File: config.mk
export PLATFORM = sky130hd
export DESIGN_NAME = irq_pending_arb_flat
export DESIGN_NICKNAME = d
export VERILOG_FILES = /design/src/rtl/irq_pending_arb_if.sv /design/src/rtl/irq_pending_arb.sv /design/src/flat_wrapper.sv
export SDC_FILE = /design/constraint.sdc
export NUM_CORES = 1
export LEC_CHECK = 0
export ABC_AREA = 1
export BUFFER_PORTS_ARGS = -buffer_cell sky130_fd_sc_hd__buf_4
export CAP_MARGIN = 20
export CELL_PAD_IN_SITES_DETAIL_PLACEMENT = 1
export CELL_PAD_IN_SITES_GLOBAL_PLACEMENT = 2
export CORE_MARGIN = 3
export CORE_UTILIZATION = 30
export CTS_BUF_LIST = sky130_fd_sc_hd__clkbuf_2
export DETAILED_ROUTE_END_ITERATION = 8
export MAX_ROUTING_LAYER = met4
export PLACE_DENSITY = 0.8
export SKIP_CTS_REPAIR_TIMING = 1
export SLEW_MARGIN = 20
export SYNTH_ARGS = -nofsm -noshare
export SYNTH_HDL_FRONTEND = slang
export SYNTH_SLANG_ARGS = --single-unit
File: constraint.sdc
create_clock -name clk -period 0.95 [get_ports clk]
set_input_delay 0.095 -clock clk [delete_from_list [all_inputs] [get_ports clk]]
set_output_delay 0.095 -clock clk [all_outputs]
set_load 0.005 [all_outputs]
File: src/rtl/irq_pending_arb_if.sv
// Offer channel from the pending arbiter to the priority encoder stage.
// Producer drives code/valid; consumer drives ready.
interface irq_pending_arb_if;
  logic [1:0] code;
  logic       valid;
  logic       ready;

  modport master (output code, output valid, input ready);
  modport slave  (input code, input valid, output ready);
endinterface

File: src/rtl/irq_pending_arb.sv
// Edge-capturing pending latch for 4 request lines, offering the highest pending index;
// offer is valid SYNC_STAGES+1 edges after a request edge and is held frozen until ready.
module irq_pending_arb #(
  parameter int SYNC_STAGES = 2
) (
  input  logic             clk,
  input  logic             rst_n,
  input  logic             enable,
  input  logic [3:0]       req,
  input  logic             ovf_clr,
  irq_pending_arb_if.master irq,
  output logic [3:0]       pending,
  output logic             overflow
);

  localparam logic [0:0] IDLE  = 1'b0;
  localparam logic [0:0] OFFER = 1'b1;

  logic [3:0] s;
  logic [3:0] s_q;
  logic [3:0] edges;
  logic [3:0] set_v;
  logic [3:0] clr_v;
  logic [3:0] ovf_hit;
  logic [1:0] sel;
  logic       accept;
  logic [0:0] state;

  generate
    if (SYNC_STAGES == 0) begin : g_nosync
      assign s = req;
    end else begin : g_sync
      logic [3:0] sync_q [SYNC_STAGES];
      always_ff @(posedge clk) begin
        if (!rst_n) begin
          for (int i = 0; i < SYNC_STAGES; i++) sync_q[i] <= '0;
        end else begin
          sync_q[0] <= req;
          for (int i = 1; i < SYNC_STAGES; i++) sync_q[i] <= sync_q[i-1];
        end
      end
      assign s = sync_q[SYNC_STAGES-1];
    end
  endgenerate

  assign accept    = irq.valid & irq.ready;
  assign irq.valid = (state == OFFER);
  assign edges     = s & ~s_q;
  assign set_v     = edges & {4{enable}};
  assign ovf_hit   = set_v & pending & ~clr_v;

  always_comb begin
    clr_v = '0;
    if (accept) clr_v[irq.code] = 1'b1;
  end

  // Highest set bit wins; only registered pending takes part in selection.
  always_comb begin
    sel = '0;
    for (int i = 0; i < 4; i++) begin
      if (pending[i]) sel = 2'(i);
    end
  end

  always_ff @(posedge clk) begin
    if (!rst_n) begin
      s_q      <= '0;
      pending  <= '0;
      overflow <= 1'b0;
      state    <= IDLE;
      irq.code <= '0;
    end else begin
      s_q     <= s;
      // A set landing on the bit being served keeps it pending.
      pending <= set_v | (pending & ~clr_v);
      if (|ovf_hit)     overflow <= 1'b1;
      else if (ovf_clr) overflow <= 1'b0;
      case (state)
        IDLE: begin
          if (|pending) begin
            irq.code <= sel;
            state    <= OFFER;
          end
        end
        OFFER: begin
          if (accept) state <= IDLE;
        end
        default: state <= IDLE;
      endcase
    end
  end

endmodule

File: src/flat_wrapper.sv
// flat-port wrapper written by rule: the top's interface ports become plain ports
module irq_pending_arb_flat 
#(
  parameter int SYNC_STAGES = 2
)
  (clk, rst_n, enable, req, ovf_clr, pending, overflow, irq_code, irq_valid, irq_ready);
  irq_pending_arb_if irq_i ();
  input  logic clk;
  input  logic rst_n;
  input  logic enable;
  input  logic [3:0] req;
  input  logic ovf_clr;
  output logic [3:0] pending;
  output logic overflow;
  output wire logic [$bits(irq_i.code)-1:0] irq_code;
  output wire logic [$bits(irq_i.valid)-1:0] irq_valid;
  input wire logic [$bits(irq_i.ready)-1:0] irq_ready;
  assign irq_code = irq_i.code;
  assign irq_valid = irq_i.valid;
  assign irq_i.ready = irq_ready;
  irq_pending_arb #(.SYNC_STAGES(SYNC_STAGES)) u_core (.clk(clk), .rst_n(rst_n), .enable(enable), .req(req), .ovf_clr(ovf_clr), .irq(irq_i), .pending(pending), .overflow(overflow));
endmodule
=== Word level (Yosys, flattened, before mapping) ===
Memory sizes are Yosys's and may differ from the RTL's.
Index checks and enable logic that the tools add are counted.

* Bits in registers: 12
* Bits in writable memories: 8
* Output and inout bits: 8
* Memories kept: 1

* $lt $le $gt $ge: 2
* Multiplexer cells: 15
* Bitwise operators: 12
* Reductions and logical operators: 5

{| class="wikitable"
|+ Memory list
! name !! words !! bits a word !! read ports !! clocked after memory_dff !! write ports !! line !! RTL
|-
| u_core.g_sync.sync_q || 2 || 4 || 2 || 0 || 2 || irq_pending_arb.sv:33 || <nowiki>logic [3:0] sync_q [SYNC_STAGES];</nowiki>
|}

{| class="wikitable"
|+ Operator list
! kind !! number
|-
| $and A4 B4 Y4 || 5
|-
| $mux W4 || 3
|-
| $mux W1 || 8
|-
| $not A4 Y4 || 2
|-
| $reduce_or A4 Y1 || 2
|-
| $mux W2 || 2
|-
| $or A4 B4 Y4 || 1
|-
| $lt A2 B3 Y1 const B || 1
|-
| $demux W1 S2 || 1
|-
| $ge A2 B1 Y1 const B || 1
|-
| $or A1 B1 Y1 || 2
|-
| $pmux W1 S2 || 1
|-
| $reduce_and A2 Y1 || 1
|-
| $reduce_bool A2 Y1 || 1
|-
| $and A1 B1 Y1 || 1
|-
| $logic_and A1 B1 Y1 || 1
|-
| $not A1 Y1 || 1
|}

=== Logic depth before layout (Yosys ltp) ===
* Depth in word-level cells: 9
* Depth in mapped cells: 7

=== Worst setup path before layout ===
No wires, ideal clock.

* Path type: register -> register
* Start point: reg u_core.state (netlist: u_core.irq.valid)
* End point: reg u_core.overflow
* Library setup time: 117 ps
* Arrival: 807 ps
* Data required time: 833 ps
* Slack: 26 ps
* Stages on the path, launching flop included: 8
* Buffers on the path: 0
* Period minus slack after synthesis: 924 ps
* Cells stage by stage: dfxtp_1 nand2_2 clkinv_2 nand3_1 nand3_1 nand2_1 nor2_1 nor2_1

* Cells in the longest elaborated chain, start to end: 6

{| class="wikitable"
|+ RTL lines
! what !! line !! RTL
|-
| start, declared || irq_pending_arb.sv:27 || <nowiki>logic [0:0] state;</nowiki>
|-
| start signal, assigned || irq_pending_arb.sv:70 || <nowiki>state <= IDLE;</nowiki>
|-
| start signal, assigned || irq_pending_arb.sv:82 || <nowiki>state <= OFFER;</nowiki>
|-
| start signal, assigned || irq_pending_arb.sv:86 || <nowiki>if (accept) state <= IDLE;</nowiki>
|-
| $and A1 B1 Y1 (*) || irq_pending_arb.sv:46 || <nowiki>assign accept = irq.valid & irq.ready;</nowiki>
|-
| $mux W4 (*) || irq_pending_arb.sv:54 || <nowiki>if (accept) clr_v[irq.code] = 1'b1;</nowiki>
|-
| $not A4 Y4 (*) || irq_pending_arb.sv:50 || <nowiki>assign ovf_hit = set_v & pending & ~clr_v;</nowiki>
|-
| $and A4 B4 Y4 (*) || irq_pending_arb.sv:50 ||
|-
| $reduce_or A4 Y1 (*) || irq_pending_arb.sv:76 || <nowiki>if (|ovf_hit) overflow <= 1'b1;</nowiki>
|-
| $mux W1 or $reduce_bool A2 Y1 (tied branches) || -- ||
|-
| end signal, assigned || irq_pending_arb.sv:69 || <nowiki>overflow <= 1'b0;</nowiki>
|-
| end signal, assigned || irq_pending_arb.sv:76 ||
|-
| end signal, assigned || irq_pending_arb.sv:77 || <nowiki>else if (ovf_clr) overflow <= 1'b0;</nowiki>
|-
| end, declared || irq_pending_arb.sv:13 || <nowiki>output logic overflow</nowiki>
|}

Mark *: on every way between the ends. The rest lies on a longest branch, timed or not.
A chain may end at the register's enable or synchronous reset.

=== Worst setup path after layout ===
* Start point: reg u_core.irq.code[1]
* End point: reg u_core.overflow

* Cells in the longest elaborated chain, start to end: 9

{| class="wikitable"
|+ RTL lines
! what !! line !! RTL
|-
| start, declared || irq_pending_arb_if.sv:8 || <nowiki>modport master (output code, output valid, input ready);</nowiki>
|-
| start signal, assigned || irq_pending_arb.sv:81 || <nowiki>irq.code <= sel;</nowiki>
|-
| $lt A2 B3 Y1 (implied by the code) or $ge A2 B1 Y1 (tied branches) || irq_pending_arb.sv:54 ||
|-
| $logic_and A1 B1 Y1 (implied by the code) || irq_pending_arb.sv:54 ||
|-
| $mux W1 (implied by the code) || irq_pending_arb.sv:54 ||
|-
| $demux W1 S2 (*) || -- ||
|-
| $mux W4 (*) || irq_pending_arb.sv:54 ||
|-
| $not A4 Y4 (*) || irq_pending_arb.sv:50 ||
|-
| $and A4 B4 Y4 (*) || irq_pending_arb.sv:50 ||
|-
| $reduce_or A4 Y1 (*) || irq_pending_arb.sv:76 ||
|-
| $mux W1 or $reduce_bool A2 Y1 (tied branches) || -- ||
|}

Marks and branches as above.

==> flow_metrics.tcl <==
set metrics [dict create \
    syn-num-nets 107 \
    stdcell_area_um2 1040 \
    fin_worst_skew_ns 0.000570 \
    cp.arrival_ns 1.20 \
    area_delta_synth_final_pct 40.9 \
    clock_path_buffers 2 \
    route.detailed.drc 0 \
    synthTopCellsByCount "23 x nand2_1, 20 x dfxtp_1, 19 x inv_1" \
    critPathMaxFanout 5 \
    placementRows 17 \
    antenna_found_initial 0 \
    drt_iter0_drc 3 \
    final_core_util_pct 45.8 \
    power_density_nw_per_um2 1400 \
    num_io_pins 17 \
    finalCritPeriodShare_pct 105 \
    syn_inst 98 \
    hold_slack_ns 0.0760 \
    synth_edf_count 0 \
    nets 137 \
    hp-class "primary input to flip-flop" \
    wl_per_cell_um 10.5 \
    max_slew_margin_pct 85.7 \
    routed_wl_um 1610 \
    hpwlAfterDp_um 1220 \
    regArea_um2 417 \
    gp_congestion 0.760 \
    rsz0062_at_grt "true" \
    hold_viol 0 \
    ys_warn_count 0 \
    first_pass_iters 3 \
    synthMostInstantiatedCell "nand2_1" \
    cts_tree "built" \
    dr_total_vias 672 \
    cts_sinks 20 \
    synth_area_leaders "dfxtp_1 54%, nand2_1 12%, inv_1 9.6%" \
    vias_per_cell 4.36 \
    ant_nets 0 \
    finalMaxSlewViolations 0 \
    cts_buffers 3 \
    core_area_um2 2280 \
    grt_util_all_layers_pct 11.0 \
    hp-start "irq_ready" \
    netlist.area_leader.share_pct 54.1 \
    start_util_pct 32.5 \
    dieArea_um2 3100 \
    numPortBuffers 16 \
    violations "negative setup slack" \
    n_antenna_cell 0 \
    avgSynthCellArea_um2 7.55 \
    grt_pass1_wl_um 2670 \
    rr_startpoint "u_core.irq.code[1]" \
    worst_skew_pair.late_latency_ns 0.28 \
    place_ws_ns -0.0649 \
    ys_types 16 \
    gr-total-overflow 0 \
    clk_pin_slew_ns 0.17 \
    grt_max_degree 16 \
    p_leak_nw 0.549 \
    crit_start "u_core.irq.code[1]" \
    path_class "flip-flop to flip-flop" \
    period_minus_slack_ns 0.996 \
    worst_ir_drop_vdd_mv 0.882 \
    tightest_slew_ns 0.214 \
    yosysSeqAreaShare_pct 54.1 \
    dpl_cell_area_um2 912 \
    endpoint_kind "flip-flop" \
    nFillCells 286 \
    status "finished with violations" \
    multi_input_area_um2 264 \
    start_kind "flip-flop" \
    cap_violations 0 \
    cts_root_buf "clkbuf_2" \
    grt_pass1_vias 668 \
    h-tree-depth 1 \
    die_y_um 55.6 \
    syn-cell-area_um2 739 \
    drive_above_1_share_pct 34.1 \
    yosysTopAreaCell "dfxtp_1" \
    setup_viol 8 \
    synth-main-ff-cell "dfxtp_1" \
    setup_ws_ns -0.0459 \
    worstPathRequired_ns 1.15 \
    fin_setup_tns_ns -0.199 \
    synth-seq-cells 20 \
    dieWidth_um 55.6 \
    fmax_ghz 1.00 \
    synthArstFlopShare_pct 0 \
]
-- layout make-up --
type	instances	area share, %
timing repair buffer	26	22.2
tap	28	3.36
inverter	21	7.68
sequential	20	40.0
multi-input combinational	56	25.3
clock buffer	3	1.44
-- path summary, 6_finish.rpt --
| check | to | slack, ns | cells past startpoint |
|---|---|---|---|
| hold / removal | u_core.irq.valid | 0.08 | 4 |
| setup / recovery | u_core.overflow | -0.05 | 7 |
| hold reg to reg | u_core.g_sync.sync_q[0][5] | 0.42 | 2 |
| setup reg to reg | u_core.overflow | -0.05 | 7 |
-- flip-flops by register name (all words and copies together), names as in the netlist --
| name | flops |
|---|---|
| u_core.irq.valid | 1 |
| u_core.pending | 4 |
| u_core.overflow | 1 |
| u_core.g_sync.sync_q | 8 |
| u_core.s_q | 4 |
| u_core.irq.code | 2 |
-- critical path, stage by stage (launching register included) --
cell     delay (ns)
dfxtp_4        0.41
inv_2          0.04
nor2_2         0.09
nand2_1        0.08
nand3_1        0.08
nand3_1        0.06
nor2_1         0.10
nor2_1         0.05
-- cells in the final DEF, fill, tap and decap left out --
master / synthesis / layout
nand2_2: 2 / 2
nand2_1: 23 / 23
buf_6: 0 / 7
o21ai_0: 1 / 1
dfxtp_1: 20 / 13
o21bai_1: 1 / 1
buf_4: 0 / 15
nor2_2: 3 / 4
dlygate4sd3_1: 0 / 4
o211ai_1: 1 / 1
a21oi_1: 6 / 4
dfxtp_2: 0 / 4
nand3_2: 1 / 1
clkinv_1: 1 / 1
nand3_1: 6 / 6
inv_2: 0 / 1
a21oi_2: 0 / 2
clkinv_2: 1 / 1
nor2_1: 11 / 10
clkbuf_2: 0 / 3
o21ai_1: 1 / 1
inv_1: 19 / 18
dfxtp_4: 0 / 3
-- report_power, final --
| part | switching (mW) | internal, mW | leakage [nW] |
|---|---|---|---|
| clock | 0.231 | 0.0862 | 0.0125 |
| combinational | 0.101 | 0.126 | 0.369 |
| sequential | 0.0305 | 0.879 | 0.168 |
| total | 0.363 | 1.09 | 0.549 |
-- per-layer routing --
metal	part of all wire [%]	GRT usage [%]	vias up
met5	0	-	-
met4	0.62	3.82	0
met3	3.6	2.78	2
met2	53	20.4	11
met1	43	11.1	307
li1	-	-	352
-- metrics by stage --
| stage | std cells | power, mW |
|---|---|---|
| finish | 154 | 1.45 |
| global placement | 144 | 1.10 |
| global route | 154 | 1.54 |
| CTS | 147 | 1.44 |
| floorplan | 98 | 1.01 |
| detailed placement | 144 | 1.11 |
-- cells by family (layout without fill, tap and decap cells) --
kind of cell | after synthesis | in the layout | share of synthesized area [%]
AOI/OAI and AO/OA | 10 | 10 | 7.44
buffers and inverters | 22 | 50 | 11.5
DFF | 20 | 20 | 54.1
and+or+nand+nor | 46 | 46 | 26.9
No activity file was read; power rests on OpenSTA's default activity.
